`src/rtl/matrix_stream_tx_pkg.sv`:
```
// Shared definitions for the matrix stream serializer.
//   state_e : FSM state encoding (2 bits) used by the top-level transfer controller.
//   log2    : bit count of a value (log2(3) = 2, log2(4) = 3); sizes the row/col indices.
package matrix_stream_tx_pkg;

  typedef enum logic [1:0] {
    StIdle = 2'd0,
    StSend = 2'd1,
    StDone = 2'd2
  } state_e;

  function automatic int unsigned log2(input int unsigned v);
    int unsigned n;
    int unsigned x;
    n = 0;
    x = v;
    while (x != 0) begin
      n++;
      x = x >> 1;
    end
    return n;
  endfunction

endpackage

```
`src/rtl/matrix_index_counter.sv`:
```
// Row/column walker for the matrix stream serializer.
// Build option: MATRIX_STREAM_COLMAJOR_EN selects column-major order; default is row-major.
// Ports:
//   clk, rst : clock, synchronous active-high reset (indices to 0)
//   clear    : restart at element (0,0)
//   step     : advance to the next element in stream order
//   row, col : current element coordinates
//   last     : current element is (N-1,N-1)
module matrix_index_counter #(
  parameter int unsigned N  = 3,
  parameter int unsigned IW = 2
) (
  input  logic          clk,
  input  logic          rst,
  input  logic          clear,
  input  logic          step,
  output logic [IW-1:0] row,
  output logic [IW-1:0] col,
  output logic          last
);

  localparam logic [IW-1:0] IdxMax = IW'(N - 1);

  logic [IW-1:0] row_q, row_d;
  logic [IW-1:0] col_q, col_d;

  assign row  = row_q;
  assign col  = col_q;
  assign last = (row_q == IdxMax) && (col_q == IdxMax);

  always_comb begin
    row_d = row_q;
    col_d = col_q;
    if (clear) begin
      row_d = '0;
      col_d = '0;
    end else if (step) begin
      if (last) begin
        // Wrap explicitly so indices never reach N.
        row_d = '0;
        col_d = '0;
`ifdef MATRIX_STREAM_COLMAJOR_EN
      end else if (row_q == IdxMax) begin
        row_d = '0;
        col_d = col_q + 1'b1;
      end else begin
        row_d = row_q + 1'b1;
      end
`else
      end else if (col_q == IdxMax) begin
        col_d = '0;
        row_d = row_q + 1'b1;
      end else begin
        col_d = col_q + 1'b1;
      end
`endif
    end
  end

  always_ff @(posedge clk) begin
    if (rst) begin
      row_q <= '0;
      col_q <= '0;
    end else begin
      row_q <= row_d;
      col_q <= col_d;
    end
  end

endmodule

```
`src/rtl/matrix_stream_tx.sv`:
```
// Serializer for the matrix multiplier result bus: captures an N x N matrix of M-bit
// elements on load and streams one element per accepted valid/ready beat.
// Build option: MATRIX_STREAM_COLMAJOR_EN (column-major order, in matrix_index_counter).
// Ports:
//   clk, rst            : clock, synchronous active-high reset
//   load, m_in          : capture strobe (IDLE only) and flat matrix, elem (i,j) at M*(N*i+j)
//   busy                : transfer in progress (SEND or DONE)
//   out_valid/out_ready : element handshake
//   out_data/row/col    : current element and its true coordinates
//   done                : one-cycle pulse after the final element is accepted
module matrix_stream_tx
  import matrix_stream_tx_pkg::*;
#(
  parameter int unsigned N    = 3,
  parameter int unsigned M    = 32,
  localparam int unsigned IW  = log2(N)
) (
  input  logic            clk,
  input  logic            rst,
  input  logic            load,
  input  logic [M*N*N-1:0] m_in,
  output logic            busy,
  output logic            out_valid,
  input  logic            out_ready,
  output logic [M-1:0]    out_data,
  output logic [IW-1:0]   out_row,
  output logic [IW-1:0]   out_col,
  output logic            done
);

  state_e state_q, state_d;
  logic [M*N*N-1:0] cap_q;
  logic capture;
  logic beat;
  logic last;
  logic [31:0] elem_idx;

  always_comb begin
    state_d = state_q;
    capture = 1'b0;
    beat    = 1'b0;
    unique case (state_q)
      StIdle: begin
        if (load) begin
          capture = 1'b1;
          state_d = StSend;
        end
      end
      StSend: begin
        beat = out_ready;
        if (out_ready && last) state_d = StDone;
      end
      StDone:  state_d = StIdle;
      default: state_d = StIdle;
    endcase
  end

  always_ff @(posedge clk) begin
    if (rst) begin
      state_q <= StIdle;
      cap_q   <= '0;
    end else begin
      state_q <= state_d;
      if (capture) cap_q <= m_in;
    end
  end

  matrix_index_counter #(
    .N  (N),
    .IW (IW)
  ) u_index (
    .clk   (clk),
    .rst   (rst),
    .clear (capture),
    .step  (beat),
    .row   (out_row),
    .col   (out_col),
    .last  (last)
  );

  assign busy      = (state_q != StIdle);
  assign out_valid = (state_q == StSend);
  assign done      = (state_q == StDone);

  // Indices only move on a beat, so the selected slice is stable while stalled.
  always_comb begin
    elem_idx = N * 32'(out_row) + 32'(out_col);
    out_data = M'(cap_q >> (M * elem_idx));
  end

endmodule

```
`config.mk`:
```
export PLATFORM = sky130hd
export DESIGN_NAME = matrix_stream_tx
export DESIGN_NICKNAME = d
export VERILOG_FILES = /design/src/rtl/matrix_stream_tx_pkg.sv /design/src/rtl/matrix_index_counter.sv /design/src/rtl/matrix_stream_tx.sv
export SDC_FILE = /design/constraint.sdc
export NUM_CORES = 1
export LEC_CHECK = 0
export BUFFER_PORTS_ARGS = -buffer_cell sky130_fd_sc_hd__buf_2
export CORE_MARGIN = 2
export CORE_UTILIZATION = 54
export CTS_BUF_LIST = sky130_fd_sc_hd__clkbuf_2
export DETAILED_ROUTE_END_ITERATION = 8
export GPL_TIMING_DRIVEN = 0
export PLACE_DENSITY = 0.84
export SYNTH_ARGS = -nofsm -noshare
export SYNTH_HDL_FRONTEND = slang
export SYNTH_SLANG_ARGS = --single-unit
```
`constraint.sdc`:
```
create_clock -name clk -period 3.4 [get_ports clk]
set_input_delay 0.68 -clock clk [delete_from_list [all_inputs] [get_ports clk]]
set_output_delay 0.68 -clock clk [all_outputs]
set_load 0.02 [all_outputs]
```
==> metrics, run 1 <==
WL met1 16200 µm; # port buffers 330; sequential cell area 5900 µm²; Nets 1764; cell area after synthesis 11300 µm²; hpwl dp 28800 µm; Lkg Pwr 7.38 nW; Synth Instances 936; Synth cell types 32; hold_ws 0.0259 ns; DR WL met2 22100 µm; synth-to-layout area growth 45.9%; worst r2r src state_q[1]; Reg clk slew, reported paths 0.12 ns; Clock Path Buffers 3; Data arrival, critical path 3.45 ns; failing checks setup timing; worst hold path type input pin to flop; TritonCTS clock tree done; Slew Viols, Final 0; Post-route DRC 0; Top FF cell, synth dfxtp_1; Non-Filler Instances 1795; htree depth 3; leading area contributor after synthesis dfxtp_1; top cells by area, synth dfxtp_1 52%, a22o_1 22%, mux2_2 6.4%; largest net degree at the start of global routing 11; minimum clock period 4.13 ns; unrepaired setup endpoints after global routing true; Worst EP required 2.72 ns; Worst Tran Pin Value 0.696 ns; first-pass GRT wire length 66000 µm; R2R Setup Slk 1.46 ns; final WL 44800 µm; endpoints failing setup 32; Ys Warns 0; uppermost layer routed met5; vias in the first global route 11600; placed insts 1536; Worst slew margin 0.536; Max Freq 0.242 GHz; post-synth top area share 0.520; metal3 WL 4440 µm; final worst slack -0.735 ns; area occupied by multi-input gates 5810 µm²; status finished with violations; FF+latch count, synth 294; DR vias 11200; CP max FO 8; Die Y 149 µm; routed vias/inst 6.24; Clock Latency Late Sink 0.87 ns; final hold vios 0; Max-Cap Viols 0; synthesized area per cell 12.1 µm²; Seq/Total Area, Yosys 0.520; Crit Path Category flop to output port; Die X 149 µm; most frequent cells in the layout 352 x buf_2, 291 x dfxtp_1, 288 x a22o_1, 114 x dlygate4sd3_1, 111 x clkbuf_2; row count 52; total power 7.63 mW; asr flop ratio synth 0; Hold Startpoint m_in[35]; maximum VDD drop 0.000382 V; EDFF count, synth 0; crit path from u_index.row[0]; initial antenna violation count 9; # IOs 331; Wirelength per Cell 25.0 µm; share of cells above drive strength 1 0.475; PwrDens 462 nW/µm²; Total GRT Usage 0.395; drt pass-1 iters 5; Core ar. 20400 µm²; starting density of the core 0.555; most common cell after layout, fill and taps aside buf_2; Max Clock Skew 0.0928 ns; Detailed Route Iter0 Violations 839; post-route ant nets 0; clock tree root driver cell clkbuf_2; Worst Setup Start Kind flop; full die area 22100 µm²; clock buffer count from CTS 74; Filler cells 1086; critical path capture point type output port; TritonCTS Sinks 294; gr ovfl total 0; GP Congestion 0.857; syn nets 1233; Final period util 1.22
cells by family after synthesis:
logic type | synth area share
adders and majority gates | 0.00686
AOI/OAI and AO/OA | 0.267
buffers and inverters | 0.0471
and+or+nand+nor | 0.0315
DFF | 0.520
muxes | 0.127
registers in the layout, indices dropped and copies added, names as in the netlist:
name and cells:
u_index.col 2, state_q 2, u_index.row 2, cap_q 288
power by group:
part / leakage (nW) / internal, mW / switching, mW / total, mW
clock: 0.519 / 1.06 / 1.50 / 2.56
combinational: 4.44 / 0.629 / 0.600 / 1.23
sequential: 2.42 / 3.69 / 0.151 / 3.84
total: 7.38 / 5.38 / 2.25 / 7.63
Yosys cell counts, types with 3 or more instances:
cell type    n
buf_1        4
o31ai_1     32
a21oi_1      4
ha_1         3
buf_2       45
inv_1        4
clkbuf_1    25
a22o_1     288
mux2_2      64
buf_6        7
dfxtp_1    294
nor2_1      32
nand2_1     35
o22ai_1     32
buf_4       14
mux4_2      32
per-stage QoR:
step	cell area (µm²)	utilization	setup slack (ns)	TNS, ns
after detailed placement	13700	0.674	-0.685	-18.64
after CTS	16300	0.800	-0.767	-23.70
after global placement	13700	0.674	-0.625	-16.38
final	16500	0.811	-0.735	-22.46
after floorplan	11700	-	0.0237	0
after global routing	16500	0.810	-0.853	-26.07
critical path, stage by stage, from the launching register on:
cell and delay, ns:
dfxtp_4 0.37, fa_1 0.49, ha_2 0.21, fa_2 0.71, nand2_8 0.16, clkbuf_16 0.21
o22ai_2 0.24, o31ai_4 0.07, buf_2 0.20
per-layer routing:
layer,vias up,track usage
li1,4781,-
met1,5423,0.453
met2,828,0.686
met3,165,0.0976
met4,2,0.203
met5,-,0
what timing repair did:
action                                  4_1_cts  5_1_grt
gates cloned                                  4        0
resized for setup                           132       50
pin swaps                                     9       11
endpoints found under the setup margin       32       32
hold buffers                                114        0
setup buffers                                 7        2
endpoints found under the hold margin       114        0
final timing paths:
kind                                     to  cells after the start
worst max-delay path            out_data[5]                      8
worst min-delay path              cap_q[35]                      2
worst max register to register   cap_q[165]                      5
worst min register to register   cap_q[160]                      1
area by class of cell:
type	count	share of cell area
diodes	10	0.00152
plain buffers	94	0.0412
clock buffers	108	0.0327
clock inverters	16	0.00849
inverters	4	0.000910
multi-input cells	543	0.352
flip-flops and latches	294	0.357
well taps	270	0.0205
repair buffers	456	0.185
Note: power is estimated with default switching activity, not from simulation.
==> inputs of run 2 (changes only) <==
--- a/config.mk
+++ b/config.mk
@@ -15,3 +15,4 @@
 export SYNTH_ARGS = -nofsm -noshare
 export SYNTH_HDL_FRONTEND = slang
 export SYNTH_SLANG_ARGS = --single-unit
+export TNS_END_PERCENT = 1
==> run 2 against run 1 <==
Net effect:
- the flow still finishes with violations (setup timing)
- sequential share of layout area up 3.3 points
- core utilization shrank 6.8 points
- critical path type unchanged
- register-to-register slack lost 0.07 ns
- global-route usage decreased by 5.3 points
- combinational power down 13%
- first-iteration DRC count decreased by 18%
- setup slack improved by 0.034 ns
- sequential power is essentially flat
- final cell count fell by 5.2%
- critical endpoint is now out_data[19]
==> metrics, run 2 (synthesized netlist as in run 1, its figures left out) <==
status finished with violations; failing checks setup timing; Die Y 149 µm; Clock Path Buffers 3; Hold Startpoint m_in[60]; CP max stage cell fa_1; Max-Cap Viols 0; Worst Tran Pin Value 0.743 ns; gr ovfl total 0; TritonCTS Sinks 294; worst hold path type input pin to flop; cell family with most CP delay adder cells; clock buffer count from CTS 73; final WL 40100 µm; most frequent cells in the layout 340 x buf_2, 291 x dfxtp_1, 288 x a22o_1, 98 x clkbuf_2, 64 x mux2_2; final hold vios 0; CP Cell Sequence fa_1 > ha_2 > fa_2 > nor4b_4 > buf_6 > clkbuf_16 > nand2_2 > o31ai_4 > buf_6; largest net degree at the start of global routing 11; # IOs 331; first-pass GRT wire length 57500 µm; drt pass-1 iters 5; Lkg Pwr 6.91 nW; # port buffers 330; Crit Path Category flop to output port; Nets 1670; PwrDens 482 nW/µm²; placed insts 1536; hpwl dp 27900 µm; Non-Filler Instances 1702; minimum clock period 4.10 ns; crit path from u_index.col[1]; Buf+Inv Stages, Crit Path 3; most used cell, CP buf_6; Core Util, Final 0.742; Detailed Route Iter0 Violations 686; CP max FO 7; Core ar. 20400 µm²; Final period util 1.21; Clock Latency Late Sink 0.82 ns; row count 52; Top reg by flops cap_q; Worst slew margin 0.504; Total GRT Usage 0.342; starting density of the core 0.555; Worst EP required 2.72 ns; post-route ant nets 0; TritonCTS clock tree done; final worst slack -0.701 ns; unrepaired setup endpoints after global routing true; worst r2r src state_q[0]; vias in the first global route 10400; most common cell after layout, fill and taps aside buf_2; htree depth 3; slowest stage delay, CP 0.54 ns; clock tree root driver cell clkbuf_2; Wirelength per Cell 23.5 µm; Worst Setup Start Kind flop; maximum VDD drop 0.000306 V; synth-to-layout area growth 33.6%; share of cells above drive strength 1 0.497; Slew Viols, Final 0; DR vias 10300; Max Clock Skew 0.0455 ns; Place WS -0.605 ns; routed vias/inst 6.02; max reg flops 288; GP Congestion 0.874; full die area 22100 µm²; Max Freq 0.244 GHz; Post-route DRC 0; Reg clk slew, reported paths 0.13 ns; critical path capture point type output port; endpoints failing setup 32; Die X 149 µm; initial antenna violation count 9; Data arrival, critical path 3.42 ns
-- run 2: changes by cell type in the layout (fill, tap and decap cells not counted), moves of 8 or more --
cell | previous run | this run
dlygate4sd3_1 | 114 | 19
o31ai_2 | 1 | 27
o31ai_4 | 31 | 5
clkbuf_2 | 111 | 98
o22ai_4 | 28 | 13
clkinv_1 | 10 | 25
buf_6 | 27 | 19
buf_2 | 352 | 340
o22ai_2 | 4 | 15
buf_4 | 27 | 51
-- run 2: layer usage --
| layer | GRT usage | vias up | share of wire |
|---|---|---|---|
| li1 | - | 4586 | - |
| met1 | 0.421 | 4906 | 0.38 |
| met2 | 0.559 | 641 | 0.48 |
| met3 | 0.0948 | 115 | 0.10 |
| met4 | 0.161 | 4 | 0.040 |
| met5 | 0 | - | 0.00052 |
-- run 2: where the power goes --
| group | internal [mW] | switching [mW] |
|---|---|---|
| clock network | 0.918 | 1.46 |
| logic | 0.536 | 0.535 |
| registers | 3.69 | 0.142 |
| total | 5.14 | 2.14 |
-- run 2: timing repair --
action | 4_1_cts | 5_1_grt
resized for setup | 103 | 71
pin swaps | 2 | 7
cloned | 1 | 2
setup endpoints to repair | 32 | 32
setup buffers | 4 | 7
endpoints found under the hold margin | 0 | 19
hold buffers | 0 | 19
-- run 2: final timing paths --
path / slack [ns] / cells past startpoint / endpoint
min reg2reg: 0.48 / 1 / cap_q[85]
max: -0.70 / 9 / out_data[19]
max reg2reg: 1.39 / 5 / cap_q[129]
min: 0.03 / 2 / cap_q[60]
-- run 2: worst reg2reg max path, stage by stage (launching register included) --
cell and delay, ns:
dfxtp_1 0.41, nor2_2 0.08, a21oi_2 0.58, buf_2 0.37
buf_2 0.31, a22o_1 0.21
-- run 2: cell type report --
cell class | instances | area, µm²
clock inverter | 31 | 175
tap | 270 | 338
clock buffer | 95 | 475
multi-input combinational | 543 | 5440
sequential | 294 | 5900
buffer | 94 | 667
inverter | 4 | 15.0
timing repair buffer | 363 | 2080
fill | 1398 | 5250
antenna | 8 | 20.0
-- run 2: stage by stage --
step | hold slack [ns] | area, µm² | setup TNS (ns) | power, mW
global route | -0.0223 | 15100 | -24.84 | 7.51
detailed placement | 0.458 | 13500 | -16.43 | 4.87
global placement | 0.455 | 13500 | -13.85 | 4.84
CTS | 0.00840 | 14500 | -21.32 | 7.19
finish | 0.0317 | 15100 | -21.47 | 7.28
floorplan | 0.443 | 11500 | -1.03 | 4.44
==> inputs of run 3 (changes only) <==
--- a/config.mk
+++ b/config.mk
@@ -12,6 +12,7 @@
 export DETAILED_ROUTE_END_ITERATION = 8
 export GPL_TIMING_DRIVEN = 0
 export PLACE_DENSITY = 0.84
+export RECOVER_POWER = 50
 export SYNTH_ARGS = -nofsm -noshare
 export SYNTH_HDL_FRONTEND = slang
 export SYNTH_SLANG_ARGS = --single-unit
==> run 3 against run 2 <==
Net effect:
- the flow still finishes with violations (setup timing)
- critical path depth stayed put
- setup slack better by 0.0054 ns
- wire length is 0.23% higher
- critical endpoint unchanged
- sequential power hardly changed
- sequential share of layout area up 0.059 points
- sequential cell count unchanged
- first-iteration DRC count rose by 3.9%
- critical path type unchanged
- clock skew is 0.0029 ns lower
- clock power hardly changed
- final cell count hardly changed
==> metrics, run 3 (synthesized netlist as in run 1, its figures left out) <==
status finished with violations; failing checks setup timing; drt pass-1 iters 7; Slew Viols, Final 0; GP Congestion 0.874; Reg clk slew, reported paths 0.12 ns; # IOs 331; share of cells above drive strength 1 0.485; Max Clock Skew 0.0426 ns; Data arrival, critical path 3.42 ns; uppermost layer routed met5; Worst Tran Pin Value 1.23 ns; htree depth 3; most used cell, CP buf_6; full die area 22100 µm²; synth-to-layout area growth 33.3%; gr ovfl total 0; # port buffers 330; maximum VDD drop 0.000304 V; unrepaired setup endpoints after global routing true; Crit Path Category flop to output port; Clock Path Buffers 3; Clock Latency Late Sink 0.81 ns; DR WL met2 19200 µm; Detailed Route Iter0 Violations 713; CP max stage cell fa_1; Max-Cap Viols 0; max reg flops 288; critical path capture point type output port; clock buffer count from CTS 73; most common cell after layout, fill and taps aside buf_2; final hold vios 0; most frequent cells in the layout 327 x buf_2, 292 x dfxtp_1, 288 x a22o_1, 98 x clkbuf_2, 64 x mux2_2; final WL 40100 µm; Place WS -0.605 ns; hpwl dp 27900 µm; initial antenna violation count 9; Worst slew margin 0.179; row count 52; minimum clock period 4.10 ns; WL met1 15100 µm; TritonCTS Sinks 294; starting density of the core 0.555; worst hold path type input pin to flop; metal3 WL 4140 µm; Worst Reg2Reg Path Length in Cells 5; Total GRT Usage 0.342; Core ar. 20400 µm²; post-route ant nets 0; TritonCTS clock tree done; Filler cells 1412; DR vias 10300; Post-route DRC 0; final worst slack -0.695 ns; slowest stage delay, CP 0.54 ns; vias in the first global route 10400; placed insts 1536; routed vias/inst 6.04; CP Cell Sequence fa_1 > ha_2 > fa_2 > nor4b_4 > buf_6 > clkbuf_16 > nand2_2 > o31ai_4 > buf_6; largest net degree at the start of global routing 11; Wirelength per Cell 23.6 µm; Lkg Pwr 6.86 nW; first-pass GRT wire length 57500 µm; Max Freq 0.244 GHz; Core Util, Final 0.741; CP max FO 7; clock tree root driver cell clkbuf_2; Worst EP required 2.72 ns; Top reg by flops cap_q; Die Y 149 µm; Final period util 1.20; PwrDens 482 nW/µm²; Worst Setup Start Kind flop; Die X 149 µm; Non-Filler Instances 1701; endpoints failing setup 32; Nets 1670; hold depth 2
==> run 3: cell count changes in the layout (fill, tap and decap cells not counted) <==
cell      previous run  this run
a21oi_1              4         5
buf_2              340       327
nor2_1              32        33
a21oi_2              1         0
buf_4               51        50
clkbuf_1            10        24
nor2_2               1         0
dfxtp_1            291       292
dfxtp_4              3         2
diode_2              8         7
==> run 3: cell type report <==
type	count	area, µm²	area share
Timing Repair Buffer	363	2080	0.138
Tap cell	270	338	0.0224
Clock buffer	95	475	0.0315
Inverter	4	15.0	0.000996
Clock inverter	31	175	0.0116
Sequential cell	294	5890	0.391
Buffer	94	651	0.0431
Antenna cell	7	17.5	0.00116
Multi-Input combinational cell	543	5440	0.361
==> run 3: per-layer routing <==
metal,global-route usage,vias to the layer above
met1,0.421,4941
met5,0,-
li1,-,4584
met3,0.0948,113
met4,0.161,4
met2,0.559,638
==> run 3: stage by stage <==
| stage | TNS (ns) | instance area, µm² | hold slack [ns] | power [mW] |
|---|---|---|---|---|
| after floorplan | -1.03 | 11500 | 0.443 | 4.44 |
| after global placement | -13.85 | 13500 | 0.455 | 4.84 |
| after detailed placement | -16.43 | 13500 | 0.458 | 4.87 |
| after CTS | -21.32 | 14500 | 0.00840 | 7.19 |
| after global routing | -24.84 | 15100 | -0.0223 | 7.51 |
| final | -21.35 | 15100 | 0.0342 | 7.27 |
==> run 3: final timing paths <==
path / startpoint / end / slack (ns)
worst min register to register: cap_q[85] / cap_q[85] / 0.48
worst max-delay path: u_index.col[1] / out_data[19] / -0.70
worst max register to register: state_q[0] / cap_q[128] / 0.72
worst min-delay path: m_in[156] / cap_q[156] / 0.03
==> run 3: power breakdown <==
part	switching (mW)	internal, mW
clock network	1.46	0.919
logic	0.536	0.532
registers	0.142	3.69
total	2.13	5.14
==> run 3: worst max-delay path, delay by kind of cell (launching register included) <==
family | cells | cell delay (ns)
adders and majority gates | 3 | 1.27
and+or+nand+nor | 2 | 0.33
DFF | 1 | 0.36
buffers and inverters | 3 | 0.55
AOI/OAI and AO/OA | 1 | 0.08
==> run 3: what timing repair did <==
action,in CTS,in global routing
gates cloned,1,2
hold buffers,0,19
setup endpoints to repair,32,32
pin swaps,2,7
hold endpoints to repair,0,19
buffers inserted,4,7
resized for setup,103,71
